**config.mk**
```make
export PLATFORM = sky130hd
export DESIGN_NAME = spi_slave_param
export DESIGN_NICKNAME = d
export VERILOG_FILES = /design/src/rtl/spi_slave_param.sv
export SDC_FILE = /design/constraint.sdc
export NUM_CORES = 1
export LEC_CHECK = 0
export CAP_MARGIN = 40
export CELL_PAD_IN_SITES_DETAIL_PLACEMENT = 0
export CELL_PAD_IN_SITES_GLOBAL_PLACEMENT = 2
export CORE_ASPECT_RATIO = 1.75
export CORE_MARGIN = 1
export CORE_UTILIZATION = 35
export CTS_BUF_LIST = sky130_fd_sc_hd__clkbuf_2
export DETAILED_ROUTE_END_ITERATION = 12
export PLACE_DENSITY_LB_ADDON = 0.1
export SLEW_MARGIN = 5
export SYNTH_ARGS = -nofsm -noshare
export SYNTH_HDL_FRONTEND = slang
export SYNTH_SLANG_ARGS = --single-unit
```
**constraint.sdc**
```tcl
create_clock -name seq_clk -period 2.4 [get_ports seq_clk]
set_input_delay 0.48 -clock seq_clk [delete_from_list [all_inputs] [get_ports seq_clk]]
set_output_delay 0.48 -clock seq_clk [all_outputs]
set_load 0.02 [all_outputs]
```
**src/rtl/spi_slave_param.sv**
```systemverilog
// SPI slave (all CPOL/CPHA modes) with oversampled pins, a tx holding register
// and strobed rx words; several words may follow each other in one cs frame.
module spi_slave_param #(
  parameter int                 DATA_W      = 8,
  parameter bit                 CPOL        = 1'b0,
  parameter bit                 CPHA        = 1'b0,
  parameter bit                 LSB_FIRST   = 1'b1,
  parameter int                 SYNC_STAGES = 2,
  parameter logic [DATA_W-1:0]  TX_DEFAULT  = DATA_W'(8'h9E)
) (
  input  logic              seq_clk,
  input  logic              rst,
  input  logic              sclk,
  input  logic              cs,
  input  logic              mosi,
  output logic              miso,
  output logic              miso_oe,
  input  logic [DATA_W-1:0] tx_data,
  input  logic              tx_valid,
  output logic              tx_ready,
  output logic [DATA_W-1:0] rx_data,
  output logic              rx_valid,
  output logic              tx_underrun,
  output logic              frame_err,
  output logic              busy
);

  localparam int CNT_W = $clog2(DATA_W);
  localparam logic [CNT_W-1:0] LAST_BIT = CNT_W'(DATA_W - 1);

  typedef enum logic [1:0] {WAIT_CS, IDLE, ACTIVE} state_t;

  state_t                 state;
  logic [SYNC_STAGES-1:0] sclk_sync;
  logic [SYNC_STAGES-1:0] cs_sync;
  logic [SYNC_STAGES-1:0] mosi_sync;
  logic                   sclk_prev;
  logic [CNT_W-1:0]       bit_cnt;
  logic [DATA_W-1:0]      tx_shift;
  logic [DATA_W-1:0]      rx_shift;
  logic [DATA_W-1:0]      hold_data;
  logic                   hold_full;
  logic                   done_pend;

  logic sclk_s, cs_s, mosi_s;
  logic rise, fall, lead, trail;
  logic sample_edge, shift_edge;
  logic [DATA_W-1:0] load_word;
  logic [DATA_W-1:0] rx_next;

  function automatic logic first_bit(input logic [DATA_W-1:0] w);
    return LSB_FIRST ? w[0] : w[DATA_W-1];
  endfunction

  function automatic logic [DATA_W-1:0] shift_word(input logic [DATA_W-1:0] w);
    return LSB_FIRST ? (w >> 1) : (w << 1);
  endfunction

  // cs resets to "selected" so a reset inside a frame waits for a real cs release
  always_ff @(posedge seq_clk) begin
    if (rst) begin
      sclk_sync <= {SYNC_STAGES{CPOL}};
      cs_sync   <= '0;
      mosi_sync <= '0;
      sclk_prev <= CPOL;
    end else begin
      sclk_sync <= {sclk_sync[SYNC_STAGES-2:0], sclk};
      cs_sync   <= {cs_sync[SYNC_STAGES-2:0], cs};
      mosi_sync <= {mosi_sync[SYNC_STAGES-2:0], mosi};
      sclk_prev <= sclk_sync[SYNC_STAGES-1];
    end
  end

  assign sclk_s = sclk_sync[SYNC_STAGES-1];
  assign cs_s   = cs_sync[SYNC_STAGES-1];
  assign mosi_s = mosi_sync[SYNC_STAGES-1];

  assign rise        = sclk_s & ~sclk_prev;
  assign fall        = ~sclk_s & sclk_prev;
  assign lead        = CPOL ? fall : rise;
  assign trail       = CPOL ? rise : fall;
  assign sample_edge = CPHA ? trail : lead;
  assign shift_edge  = CPHA ? lead : trail;

  assign load_word = hold_full ? hold_data : TX_DEFAULT;
  assign rx_next   = LSB_FIRST ? {mosi_s, rx_shift[DATA_W-1:1]}
                               : {rx_shift[DATA_W-2:0], mosi_s};

  assign tx_ready = ~hold_full;
  assign busy     = (state == ACTIVE);
  assign miso_oe  = (state == ACTIVE);

  // miso holds the bit currently on the wire; tx_shift holds the bits still to go
  always_ff @(posedge seq_clk) begin
    if (rst) begin
      state       <= WAIT_CS;
      bit_cnt     <= '0;
      tx_shift    <= '0;
      rx_shift    <= '0;
      hold_data   <= '0;
      hold_full   <= 1'b0;
      done_pend   <= 1'b0;
      miso        <= 1'b0;
      rx_data     <= '0;
      rx_valid    <= 1'b0;
      tx_underrun <= 1'b0;
      frame_err   <= 1'b0;
    end else begin
      rx_valid    <= 1'b0;
      tx_underrun <= 1'b0;
      frame_err   <= 1'b0;
      done_pend   <= 1'b0;

      if (done_pend) begin
        rx_data  <= rx_shift;
        rx_valid <= 1'b1;
      end

      case (state)
        WAIT_CS: begin
          miso <= 1'b0;
          if (cs_s) state <= IDLE;
        end
        IDLE: begin
          bit_cnt <= '0;
          miso    <= 1'b0;
          if (!cs_s) begin
            state <= ACTIVE;
            if (hold_full) hold_full <= 1'b0;
            else           tx_underrun <= 1'b1;
            if (!CPHA) begin
              miso     <= first_bit(load_word);
              tx_shift <= shift_word(load_word);
            end else begin
              tx_shift <= load_word;
            end
          end
        end
        ACTIVE: begin
          if (cs_s) begin
            if (bit_cnt != '0) frame_err <= 1'b1;
            bit_cnt <= '0;
            miso    <= 1'b0;
            state   <= IDLE;
          end else if (sample_edge) begin
            rx_shift <= rx_next;
            if (bit_cnt == LAST_BIT) begin
              bit_cnt   <= '0;
              done_pend <= 1'b1;
              tx_shift  <= load_word;
              if (hold_full) hold_full <= 1'b0;
              else           tx_underrun <= 1'b1;
            end else begin
              bit_cnt <= bit_cnt + CNT_W'(1);
            end
          end else if (shift_edge) begin
            miso     <= first_bit(tx_shift);
            tx_shift <= shift_word(tx_shift);
          end
        end
        default: state <= WAIT_CS;
      endcase

      // placed last so a same-cycle accept overrides the consume of an empty register
      if (tx_valid && !hold_full) begin
        hold_data <= tx_data;
        hold_full <= 1'b1;
      end
    end
  end

endmodule
```
==> results.json <==
{
  "timing.hold.worst.class": "flop to flop",
  "clockBufferDepth": 2,
  "largest_fanout_on_the_critical_path": 14,
  "multi_input_area_um2": 1000,
  "grt_max_degree": 34,
  "timing.critical_path.to_type": "output pin",
  "final_max_slew_viol_count": 0,
  "r2r-start": "state[0]$_SDFFE_PP0P_",
  "finClkSkew_ns": 0.0141,
  "power_per_cell_area_nw_per_um2": 575,
  "total_power_mw": 1.46,
  "static_power_due_to_leakage_nw": 0.914,
  "final.min_clock_period_ns": 2.09,
  "maxSlewHeadroom_pct": 57.7,
  "synth_xor_area_share_pct": 0,
  "placed_cells": 323,
  "horizontal_die_dimension_um": 60.7,
  "post_synth_mux_area_share_pct": 12.8,
  "ant_nets": 0,
  "grt_first_pass_wirelength_um": 7340,
  "detailed_place_hpwl_um": 3120,
  "initial_utilization_pct": 36.2,
  "timing.setup.critical_path_class": "flop to output pin",
  "finish.net_count": 275,
  "postSynthNetCount": 248,
  "max_clock_freq_mhz": 478,
  "cellInternalPower_mw": 1.10,
  "min_period_over_period_pct": 87.3,
  "synthFlopType": "sky130_fd_sc_hd__dfxtp_1",
  "synthesis.area_um2": 2110,
  "async_flop_share_pct": 0,
  "drv_cap": 0,
  "synth_edf_count": 0,
  "logic_gate_share_of_total_power_pct": 9.4,
  "worst_hold_slack_ns": 0.464,
  "grt_pass1_vias": 1499,
  "tritoncts_clock_tree": "done",
  "worstPathRequired_ns": 1.92,
  "setup.worst_path.start": "state[0]$_SDFFE_PP0P_",
  "synth_warnings": 0,
  "numCtsBuffers": 5,
  "std_cell_rows": 37,
  "num-fill-cells": 623,
  "root_buffer": "sky130_fd_sc_hd__clkbuf_2",
  "clk_pin_slew_ns": 0.25,
  "finalSetupTns_ns": 0,
  "core_um2": 5830,
  "critPathLaunchType": "flop",
  "yosys.area_share.adder_pct": 5.33,
  "layout-area-overhead-vs-synth_pct": 19.9,
  "post_synth_main_area_contributors": "sky130_fd_sc_hd__dfxtp_1 (47%), sky130_fd_sc_hd__mux2i_1 (13%), sky130_fd_sc_hd__nor2_1 (7.3%)",
  "setup.reg_to_reg.worst_slack_ns": 0.44,
  "drtIter0Drc": 42,
  "drt_first_pass_iters": 4,
  "cp_data_arrival_time_ns": 1.61,
  "synth-seq-cells": 50,
  "globalplace.congestion": 0.720,
  "finalInstanceArea_um2": 2530,
  "timing.final.setup_violations": 0,
  "wirelength_um": 4480,
  "grt_antenna_before_repair": 0,
  "avgRoutedWirePerCell_um": 13.5,
  "antennaDiodeCount": 0,
  "tritoncts_num_sinks": 50,
  "worst_ir_drop_vdd_mv": 0.340,
  "power_frac_seq_pct": 59.9,
  "timing_worst_slew_pin_value_ns": 0.634,
  "final_cells": 331,
  "post_cts_setup_buffer_count": 0,
  "leading_area_contributor_after_synthesis": "sky130_fd_sc_hd__dfxtp_1",
  "net-switching-power_mw": 0.353,
  "post_synth_inst_count": 225,
  "via_count": 1603,
  "die_h_um": 105,
  "globalRouteOverflowTotal": 0,
  "ioPinCount": 29,
  "synth.lib_cells_used.distinct": 37,
  "post_drt_via_cell_ratio": 4.84,
  "yosysTopAreaCellShare_pct": 47.4,
  "synth_compound_gate_area_share_pct": 10.8,
  "timing_hold_violations_final": 0,
  "post_synth_and_or_nand_nor_area_fraction_pct": 18.4,
  "post_dp_cell_area_um2": 2460,
  "clock_power_share_pct": 30.7,
  "clk-insertion-delay-late_ns": 0.42,
  "rsz_0062_raised_after_global_routing": "no",
  "timing.final.ws_setup_ns": 0.306,
  "io_buf_count": 28,
  "synth_seq_area_share_pct": 47.4,
  "status": "finished clean",
  "core_occupancy_in_the_finished_layout_pct": 43.4,
  "cts_max_level": 2,
  "layout-drive-gt1-share_pct": 7.11,
  "worst_min_delay_path_startpoint": "sclk_sync[0]$_SDFF_PP0_",
  "syn-mean-instance-area_um2": 9.38,
  "groute.usage.overall_pct": 15.4,
  "main_combinational_cell_family_by_area_after_synthesis": "simple AND/OR/NAND/NOR gates",
  "drcViolationCount": 0,
  "floorplan.die_area_um2": 6360,
  "sequential_area_um2": 1000,
  "p_sw_share_pct": 24.2,
  "preCtsSetupSlack_ns": 0.328
}
## repair_timing
action                                  in CTS  in global routing
endpoints found under the setup margin       2                  0
gates resized for setup                      3                  0
hold endpoints to repair                     0                  0
hold buffers                                 0                  0
## worst max-delay path: stages, from the launching register on
cell and delay, ns:
sky130_fd_sc_hd__dfxtp_1 0.40, sky130_fd_sc_hd__inv_1 0.10, sky130_fd_sc_hd__ha_2 0.33, sky130_fd_sc_hd__dlygate4sd2_1 0.37
## per-layer routing
layer  vias up  part of all wire, %  GRT usage (%)
met5         -                    0              0
li1        820                    -              -
met3         6                  2.7           2.72
met4         0                  1.6           5.84
met2        32                   51           25.8
met1       745                   44           19.0
## kinds of logic (layout without fill, tap and decap cells)
| family | Yosys count | after routing |
|---|---|---|
| compound gates | 32 | 32 |
| fa+ha+maj | 9 | 9 |
| buf+inv | 25 | 53 |
| flops | 50 | 50 |
| mux | 27 | 27 |
| simple gates | 82 | 82 |
## registers in the layout, summed over array words and instances (netlist names)
signal / count
hold_data: 8
rx_data: 8
rx_shift: 8
tx_shift: 8
bit_cnt: 3
cs_sync: 2
mosi_sync: 2
sclk_sync: 2
state: 2
done_pend: 1
frame_err: 1
hold_full: 1
miso: 1
rx_valid: 1
sclk_prev: 1
tx_underrun: 1
## path summary, 6_finish.rpt
check | endpoint | cells after the start
max | busy | 3
min | sclk_sync[1]$_SDFF_PP0_ | 1
max reg2reg | tx_shift[7]$_SDFFE_PP0P_ | 6
min reg2reg | sclk_sync[1]$_SDFF_PP0_ | 1
## cell usage in the layout (no fill, tap or decap), types with 3 or more instances in the layout
| cell | Yosys | routed |
|---|---|---|
| sky130_fd_sc_hd__dfxtp_1 | 50 | 50 |
| sky130_fd_sc_hd__nor2_1 | 41 | 41 |
| sky130_fd_sc_hd__mux2i_1 | 27 | 27 |
| sky130_fd_sc_hd__clkdlybuf4s50_1 | 0 | 25 |
| sky130_fd_sc_hd__nor2b_1 | 12 | 12 |
| sky130_fd_sc_hd__inv_1 | 10 | 10 |
| sky130_fd_sc_hd__nand2_1 | 8 | 8 |
| sky130_fd_sc_hd__ha_1 | 9 | 8 |
| sky130_fd_sc_hd__a21oi_1 | 7 | 7 |
| sky130_fd_sc_hd__buf_4 | 1 | 7 |
| sky130_fd_sc_hd__nor3_1 | 6 | 6 |
| sky130_fd_sc_hd__clkbuf_2 | 0 | 6 |
| sky130_fd_sc_hd__nand2b_1 | 5 | 5 |
| sky130_fd_sc_hd__a211oi_1 | 4 | 4 |
| sky130_fd_sc_hd__o22ai_1 | 3 | 3 |
## power by group through the flow
stage	Sequential, mW	Clock, mW	Combinational (mW)
6_report	0.872	0.446	0.137
5_1_grt	0.877	0.493	0.152
4_1_cts	0.873	0.467	0.139
3_5_place_dp	0.888	0	0.139
3_3_place_gp	0.888	0	0.139
2_1_floorplan	0.884	0	0.0893
## cell type report
cell class	instances	share of cell area, %
multi-input cells	150	39.6
flip-flops and latches	50	39.5
repair buffers	35	12.9
well taps	78	3.86
clock inverters	2	1.48
inverters	10	1.48
clock buffers	6	1.19
## synthesized netlist by cell type, drive strengths merged, types with 2 or more instances
library cell  count
a211oi            4
a21oi             7
a311oi            2
a31oi             2
and3              2
buf               8
clkbuf            7
dfxtp            50
ha                9
inv              10
mux2i            27
nand2             8
nand2b            5
nand3b            2
nor2             41
nor2b            12
nor3              6
o211ai            2
o21ai             2
o22ai             3
o31ai             2
o32a              2
(Power assumes the default switching activity.)
